<file path="src/rtl/title_banner_ctrl.sv">
// Title-banner sequencer: maps VGA counters onto a scaled, centred 142x16 ROM window
// and runs the TITLE / BLINK / GAME mode machine that gates the banner and starts play.
module title_banner_ctrl #(
  parameter int BANNER_X0    = 178,
  parameter int BANNER_Y0    = 200,
  parameter int SCALE_SHIFT  = 1,
  parameter int BLINK_FRAMES = 48,
  parameter int BLINK_HALF   = 8
) (
  input  logic       clock_25,
  input  logic       reset,
  input  logic [9:0] h_count,
  input  logic [9:0] v_count,
  input  logic       video_on,
  input  logic       frame_tick,
  input  logic       start_btn,
  input  logic       game_over,
  output logic [7:0] rom_x,
  output logic [3:0] rom_y,
  input  logic       rom_data,
  output logic       banner_pixel,
  output logic       banner_active,
  output logic       mode_title,
  output logic       game_start
);

  localparam int ROM_W  = 142;
  localparam int ROM_H  = 16;
  localparam int FCNT_W = $clog2(BLINK_FRAMES);

  localparam logic [9:0] X_LO = 10'(BANNER_X0);
  localparam logic [9:0] X_HI = 10'(BANNER_X0 + (ROM_W << SCALE_SHIFT));
  localparam logic [9:0] Y_LO = 10'(BANNER_Y0);
  localparam logic [9:0] Y_HI = 10'(BANNER_Y0 + (ROM_H << SCALE_SHIFT));

  localparam logic [FCNT_W-1:0] FCNT_LAST = FCNT_W'(BLINK_FRAMES - 1);
  localparam logic [FCNT_W-1:0] HALF      = FCNT_W'(BLINK_HALF);
  localparam logic [FCNT_W-1:0] HALF_LAST = FCNT_W'(BLINK_HALF - 1);

  typedef enum logic [1:0] {
    ST_TITLE,
    ST_BLINK,
    ST_GAME
  } state_t;

  state_t            state_q, state_d;
  logic [FCNT_W-1:0] fcnt_q, fcnt_d;
  logic              blink_on_q, blink_on_d;
  logic              btn_prev_q, btn_prev_d;
  logic [7:0]        x1_q, x1_d;
  logic [3:0]        rom_y_q, rom_y_d;
  logic              win1_q, win1_d;
  logic [7:0]        rom_x_q, rom_x_d;
  logic              win2_q, win2_d;
  logic              banner_active_q, banner_active_d;
  logic              banner_pixel_q, banner_pixel_d;
  logic              mode_title_q, mode_title_d;
  logic              game_start_q, game_start_d;

  logic       in_win;
  logic       show;
  logic [9:0] h_off;
  logic [9:0] v_off;

  // Address pipeline: outside the window both addresses are forced to 0 so the ROM
  // is never addressed beyond its 142x16 extent.
  always_comb begin
    in_win = video_on && (h_count >= X_LO) && (h_count < X_HI)
                      && (v_count >= Y_LO) && (v_count < Y_HI);
    h_off  = h_count - X_LO;
    v_off  = v_count - Y_LO;

    rom_y_d = in_win ? 4'(v_off >> SCALE_SHIFT) : 4'd0;
    x1_d    = in_win ? 8'(h_off >> SCALE_SHIFT) : 8'd0;
    win1_d  = in_win;

    rom_x_d = x1_q;
    win2_d  = win1_q;

    show            = (state_q == ST_TITLE) || ((state_q == ST_BLINK) && blink_on_q);
    banner_active_d = win2_q && show;
    banner_pixel_d  = win2_q && show && rom_data;
  end

  always_comb begin
    state_d    = state_q;
    fcnt_d     = fcnt_q;
    blink_on_d = blink_on_q;
    btn_prev_d = start_btn;

    case (state_q)
      ST_TITLE: begin
        if (start_btn && !btn_prev_q) begin
          state_d    = ST_BLINK;
          fcnt_d     = '0;
          blink_on_d = 1'b1;
        end
      end
      ST_BLINK: begin
        if (frame_tick) begin
          if (fcnt_q == FCNT_LAST) begin
            state_d = ST_GAME;
          end else begin
            fcnt_d = fcnt_q + FCNT_W'(1);
            if ((fcnt_q % HALF) == HALF_LAST) begin
              blink_on_d = !blink_on_q;
            end
          end
        end
      end
      ST_GAME: begin
        if (game_over) begin
          state_d = ST_TITLE;
        end
      end
      default: state_d = ST_TITLE;
    endcase

    mode_title_d = (state_d != ST_GAME);
    game_start_d = (state_d == ST_GAME) && (state_q != ST_GAME);
  end

  // btn_prev resets high so a button held through reset never counts as a press.
  always_ff @(posedge clock_25) begin
    if (reset) begin
      state_q         <= ST_TITLE;
      fcnt_q          <= '0;
      blink_on_q      <= 1'b0;
      btn_prev_q      <= 1'b1;
      x1_q            <= '0;
      rom_y_q         <= '0;
      win1_q          <= 1'b0;
      rom_x_q         <= '0;
      win2_q          <= 1'b0;
      banner_active_q <= 1'b0;
      banner_pixel_q  <= 1'b0;
      mode_title_q    <= 1'b1;
      game_start_q    <= 1'b0;
    end else begin
      state_q         <= state_d;
      fcnt_q          <= fcnt_d;
      blink_on_q      <= blink_on_d;
      btn_prev_q      <= btn_prev_d;
      x1_q            <= x1_d;
      rom_y_q         <= rom_y_d;
      win1_q          <= win1_d;
      rom_x_q         <= rom_x_d;
      win2_q          <= win2_d;
      banner_active_q <= banner_active_d;
      banner_pixel_q  <= banner_pixel_d;
      mode_title_q    <= mode_title_d;
      game_start_q    <= game_start_d;
    end
  end

  assign rom_x         = rom_x_q;
  assign rom_y         = rom_y_q;
  assign banner_active = banner_active_q;
  assign banner_pixel  = banner_pixel_q;
  assign mode_title    = mode_title_q;
  assign game_start    = game_start_q;

endmodule
</file>
<file path="config.mk">
export PLATFORM = sky130hd
export DESIGN_NAME = title_banner_ctrl
export DESIGN_NICKNAME = d
export VERILOG_FILES = /design/src/rtl/title_banner_ctrl.sv
export SDC_FILE = /design/constraint.sdc
export NUM_CORES = 1
export LEC_CHECK = 0
export BUFFER_PORTS_ARGS = -buffer_cell sky130_fd_sc_hd__clkbuf_2
export CORE_UTILIZATION = 25
export DETAILED_ROUTE_END_ITERATION = 10
export HOLD_SLACK_MARGIN = 0.15
export PLACE_DENSITY = 0.46
export SLEW_MARGIN = 20
export SYNTH_ARGS = -nofsm -noshare
export SYNTH_HDL_FRONTEND = slang
export SYNTH_SLANG_ARGS = --single-unit
</file>
<file path="constraint.sdc">
create_clock -name clock_25 -period 3.4 [get_ports clock_25]
set_clock_uncertainty 0.2 [all_clocks]
set_input_delay 0.17 -clock clock_25 [delete_from_list [all_inputs] [get_ports clock_25]]
set_output_delay 0.17 -clock clock_25 [all_outputs]
set_load 0.01 [all_outputs]
</file>
== Word level (Yosys, flattened, before mapping) ==
Index checks and enable logic that the tools add are counted.
Word-level totals
  flip-flop bits (word level): 36
  bits of input ports: 27
  output and inout port bits: 16
Operators by class
  $add $sub $neg: 3
  $lt $le $gt $ge: 4
  equality and inequality tests: 11
  mux-type cells: 14
  bitwise logic cells: 1
  reduce and logical (&&, ||, !) cells: 17
Operator list (count)
  10-bit by 8-bit >= comparator with 1-bit output (second input constant): 2
  6-bit two-way mux: 3
  6-bit case mux with 2 select lines: 1
  10-bit by 8-bit < comparator with 1-bit output (second input constant): 1
  10-bit by 9-bit < comparator with 1-bit output (second input constant): 1
  1-bit logical AND: 9
  9-bit by 8-bit subtractor with 9-bit output (second input constant): 1
  2-bit two-way mux: 4
  2-bit inequality test (second input constant): 4
  6-bit by 1-bit adder with 6-bit output (second input constant): 1
  6-bit equality test (second input constant): 1
  2-bit case mux with 3 select lines: 1
  5-bit AND reduction: 1
  5-bit by 4-bit subtractor with 5-bit output (second input constant): 1
  2-bit equality test (second input constant): 2
  1-bit two-way mux: 4
  2-bit by 1-bit inequality test with 1-bit output (second input constant): 2
  4-bit AND reduction: 1
  3-bit equality test (second input constant): 1
  2-bit by 1-bit equality test with 1-bit output (second input constant): 1
  1-bit logical NOT: 2
  2-bit logical NOT: 1
  1-bit case mux with 2 select lines: 1
  2-bit nonzero test: 1
  3 further kinds: 3

== Logic depth before layout (Yosys ltp) ==
  depth in word-level cells: 7
  gate-level depth with buffers: 6
  gate-level depth less buffers: 6

== Worst setup path after synthesis ==
OpenSTA, ideal clock, no wires.
  kind: register -> register
  start: register fcnt_q[0]
  end: register fcnt_q[2]
  data arrival time: 1438 ps
  required time: 3130 ps
  path slack: 1692 ps
  stages on the path, launching flop included: 6
  buffers on the path: 0
  cell sequence: dfxtp_1 > ha_1 > and3_1 > a21oi_1 > or3b_2 > a21oi_1
Between the ends
  cells in the longest elaborated chain, start to end: 4
  elaborated cells between the ends (all ways): 7
RTL lines
  from (decl): RTL line 47  | logic [FCNT_W-1:0] fcnt_q, fcnt_d;
  from (signal assigned): RTL line 141  | fcnt_q <= fcnt_d;
  6-bit by 1-bit adder with 6-bit output: RTL line 104  | fcnt_d = fcnt_q + FCNT_W'(1);
  6-bit two-way mux: RTL line 101  | if (fcnt_q == FCNT_LAST) begin
  6-bit two-way mux: RTL line 100  | if (frame_tick) begin
  6-bit case mux with 2 select lines: RTL line 91  | case (state_q)
Several ways; a longest one is shown, not always the timed one. The select of a mux whose other input is x is not followed.
A chain may end at the register's enable or synchronous reset.

== Worst setup path after layout ==
  start: input h_count[1]
  end: register x1_q[7] (netlist: rom_x_d[7])
Between the ends
  cells in the longest elaborated chain, start to end: 7
  elaborated cells between the ends (all ways): 9
RTL lines
  from (decl): RTL line 12  | input logic [9:0] h_count,
  10-bit by 8-bit >= comparator with 1-bit output: RTL line 68  | in_win = video_on && (h_count >= X_LO) && (h_count < X_HI)
  1-bit logical AND (2 in series): RTL line 68
  1-bit logical AND (2 in series): RTL line 69  | && (v_count >= Y_LO) && (v_count < Y_HI);
  1-bit NOT (no line)
  2-bit OR reduction (no line)
  to (signal assigned): RTL line 130  | x1_q <= '0;
  to (signal assigned): RTL line 144  | x1_q <= x1_d;
  to (decl): RTL line 50  | logic [7:0] x1_q, x1_d;
Several ways; a longest one is shown, not always the timed one.

==> impl_metrics.tcl <==
set metrics [dict create \
    place.gp.congestion 0.754 \
    drt_iter0_markers 33 \
    worstHoldStart "reset" \
    clk_latency_ns 0.28 \
    p_leak_nw 0.840 \
    die_h_microns 76.6 \
    place_ws_ns 1.41 \
    critPathMaxStageDelay_ns 0.54 \
    die-area_sq_mm 0.00587 \
    synth_edf_count 0 \
    hold_violations 0 \
    postSynthAreaPerCell_sq_um 9.88 \
    fillCellCount 546 \
    cts_buffers 5 \
    worstMarginPinSlew_ns 0.442 \
    ant_nets 0 \
    yosys.area.top_type "dfxtp_1" \
    postSynth.asyncResetShare_pct 0 \
    fin_area_sq_mm 0.00195 \
    max-vdd-ir-drop_mv 0.203 \
    core_area_sq_mm 0.00524 \
    syn_nets 171 \
    critPathBufInv 3 \
    status "finished, final reports clean" \
    worst_path_max_delay_cell "dlygate4sd3_1" \
    drc 0 \
    io_buffers 40 \
    grt_first_pass_wirelength_microns 4690 \
    yosys_warnings 0 \
    clock.fmax_ghz 0.459 \
    antenna_cells 0 \
    p_total_mw 0.804 \
    antenna_found_initial 0 \
    crit_chain "dlygate4sd3_1 > clkbuf_2 > o311ai_1 > nor2_1 > o2111a_1 > dlygate4sd3_1" \
    route.vias.total 1199 \
    rsz0062_at_grt "false" \
    routed_via_density 4.36 \
    syn_to_final_growth_pct 40.2 \
    path_max_fanout 5 \
    wl_microns 2650 \
    clockRootBuffer "clkbuf_8" \
    netlist_area_sq_mm 0.00139 \
    layout_commonest_cell "clkbuf_2" \
    num_rows 26 \
    critPathTopFamily "buffers and inverters" \
    min_path_type "input pin to flip-flop" \
    io-pin-count 43 \
    slew_headroom_pct 70.6 \
    whs_ns 0.153 \
    placed_cell_area_sq_mm 0.00167 \
    drive_above_1_share_pct 26.3 \
    fin_ws_ns 1.22 \
    r2r_cells 5 \
    whs_path_depth 2 \
    crit_type "input pin to flip-flop" \
    final_cell_mix "clkbuf_2, dfxtp_1, dlygate4sd3_1, nor2_1, nor2b_1" \
    r2r-end "fcnt_q[1]$_SDFFE_PP0P_" \
    ys_types 40 \
    final_util_pct 37.3 \
    powerDensity_mw_per_mm2 412 \
    critPathRequiredTime_ns 3.37 \
    h-tree-depth 2 \
    setup-tns-final_ns 0 \
    dpl.cell_count 248 \
    clock_path_buffers 2 \
    cts_setup_buffers 0 \
    crit_arrival_ns 2.15 \
    worst_hold_path.endpoint "fcnt_q[2]$_SDFFE_PP0P_" \
    die_w_microns 76.6 \
    drtPass1Iterations 4 \
    overflow 0 \
    cpMostUsedCell "dlygate4sd3_1" \
    synth.area.top_cells "dfxtp_1, nor2b_1, nor3_1" \
    final.period_utilization_pct 64.1 \
    dpl.hpwl_microns 1940 \
    cts_tree "yes" \
    crit_path_end_kind "flip-flop" \
    gr-usage-all-layers_pct 10.1 \
    start_util_pct 26.6 \
    clock_sinks 36 \
    wire_per_inst_microns 9.63 \
    synth_top_area_share_pct 51.8 \
    clkSlewWorstSetupHoldPaths_ns 0.07 \
    instances_no_fill 275 \
    ys_seq_area_share_pct 51.8 \
    setup_viol 0 \
    final_nets 234 \
    grt_pass1_vias 1149 \
    crit_path_start_kind "input pin" \
    layout_min_cycle_time_ns 2.18 \
    r2r_start "fcnt_q[0]$_SDFFE_PP0P_" \
    grt_max_degree 22 \
    synthCells 141 \
    rrSetupSlack_ns 1.53 \
    maxCapViolCount 0 \
    synth-seq-cells 36 \
    synthFlopType "dfxtp_1" \
    drv_slew 0 \
]
-- worst max-delay path by stage --
stage	to	slack (ns)	cells past startpoint	startpoint
after floorplan	fcnt_q[2]$_SDFFE_PP0P_	1.69	5	fcnt_q[0]$_SDFFE_PP0P_
after global placement	rom_x_d[5]$_SDFF_PP0_	1.42	5	reset
after detailed placement	rom_x_d[5]$_SDFF_PP0_	1.41	5	reset
after CTS	rom_x_d[7]$_SDFF_PP0_	1.22	6	h_count[1]
after global routing	rom_x_d[7]$_SDFF_PP0_	1.11	6	h_count[3]
final	rom_x_d[7]$_SDFF_PP0_	1.22	6	h_count[1]
-- flip-flops by register name (all words and copies together) (netlist names), 2 cells and up --
| signal | cells |
|---|---|
| rom_x | 8 |
| state_q | 2 |
| rom_x_d | 8 |
| fcnt_q | 6 |
| rom_y | 4 |
-- report_power, final --
group          internal, mW  switching (mW)  total, mW
Clock                 0.165           0.146      0.310
Sequential            0.424         0.00291      0.427
Combinational        0.0381          0.0294     0.0675
Total                 0.626           0.178      0.804
-- worst reg2reg max path, cell delays in order, from the launching register on --
cell,delay [ns]
dfxtp_1,0.38
ha_1,0.21
and3_1,0.23
a21oi_1,0.16
or3b_2,0.47
a21oi_1,0.14
-- routing by layer --
metal  GRT usage (%)  up-vias  part of all wire, %
li1                -      618                    -
met1            10.4      543                   43
met2            17.8       33                   50
met3            3.95        5                  5.4
met4            4.62        0                  1.7
met5               0        -                    0
-- Yosys cell counts, types with 3 or more instances --
cell type,instances
o21ai_0,4
nor2b_1,11
nor3_1,9
ha_1,3
or2_2,3
nor2_1,12
nand2_1,5
and2_1,3
inv_1,5
nor3b_1,3
dfxtp_1,36
nand3_1,3
xor2_1,5
a21oi_1,7
-- layout make-up --
class | instances | area [sq um] | share of cell area [%]
Multi-Input combinational cell | 97 | 641 | 32.8
Clock buffer | 7 | 86.3 | 4.42
Tap cell | 70 | 87.6 | 4.49
Sequential cell | 36 | 721 | 36.9
Clock inverter | 1 | 7.51 | 0.385
Inverter | 5 | 18.8 | 0.962
Timing Repair Buffer | 59 | 390 | 20.0
-- kinds of logic (layout without fill, tap and decap cells) --
logic type               Yosys count  in the layout  share of synthesized area, %
adder cells (fa/ha/maj)            3              3                          2.70
AO/OA/AOI/OAI                     21             21                          9.70
buffers and inverters              8             72                          2.25
XOR/XNOR                           5              5                          3.14
flip-flops                        36             36                          51.8
multiplexers                       1              1                         0.719
AND/OR/NAND/NOR                   67             67                          29.7
-- repair_timing --
item                      CTS  global route
hold endpoints to repair   18             0
resized for setup           0             0
hold buffers               19             0
No activity file was read; power rests on OpenSTA's default activity.
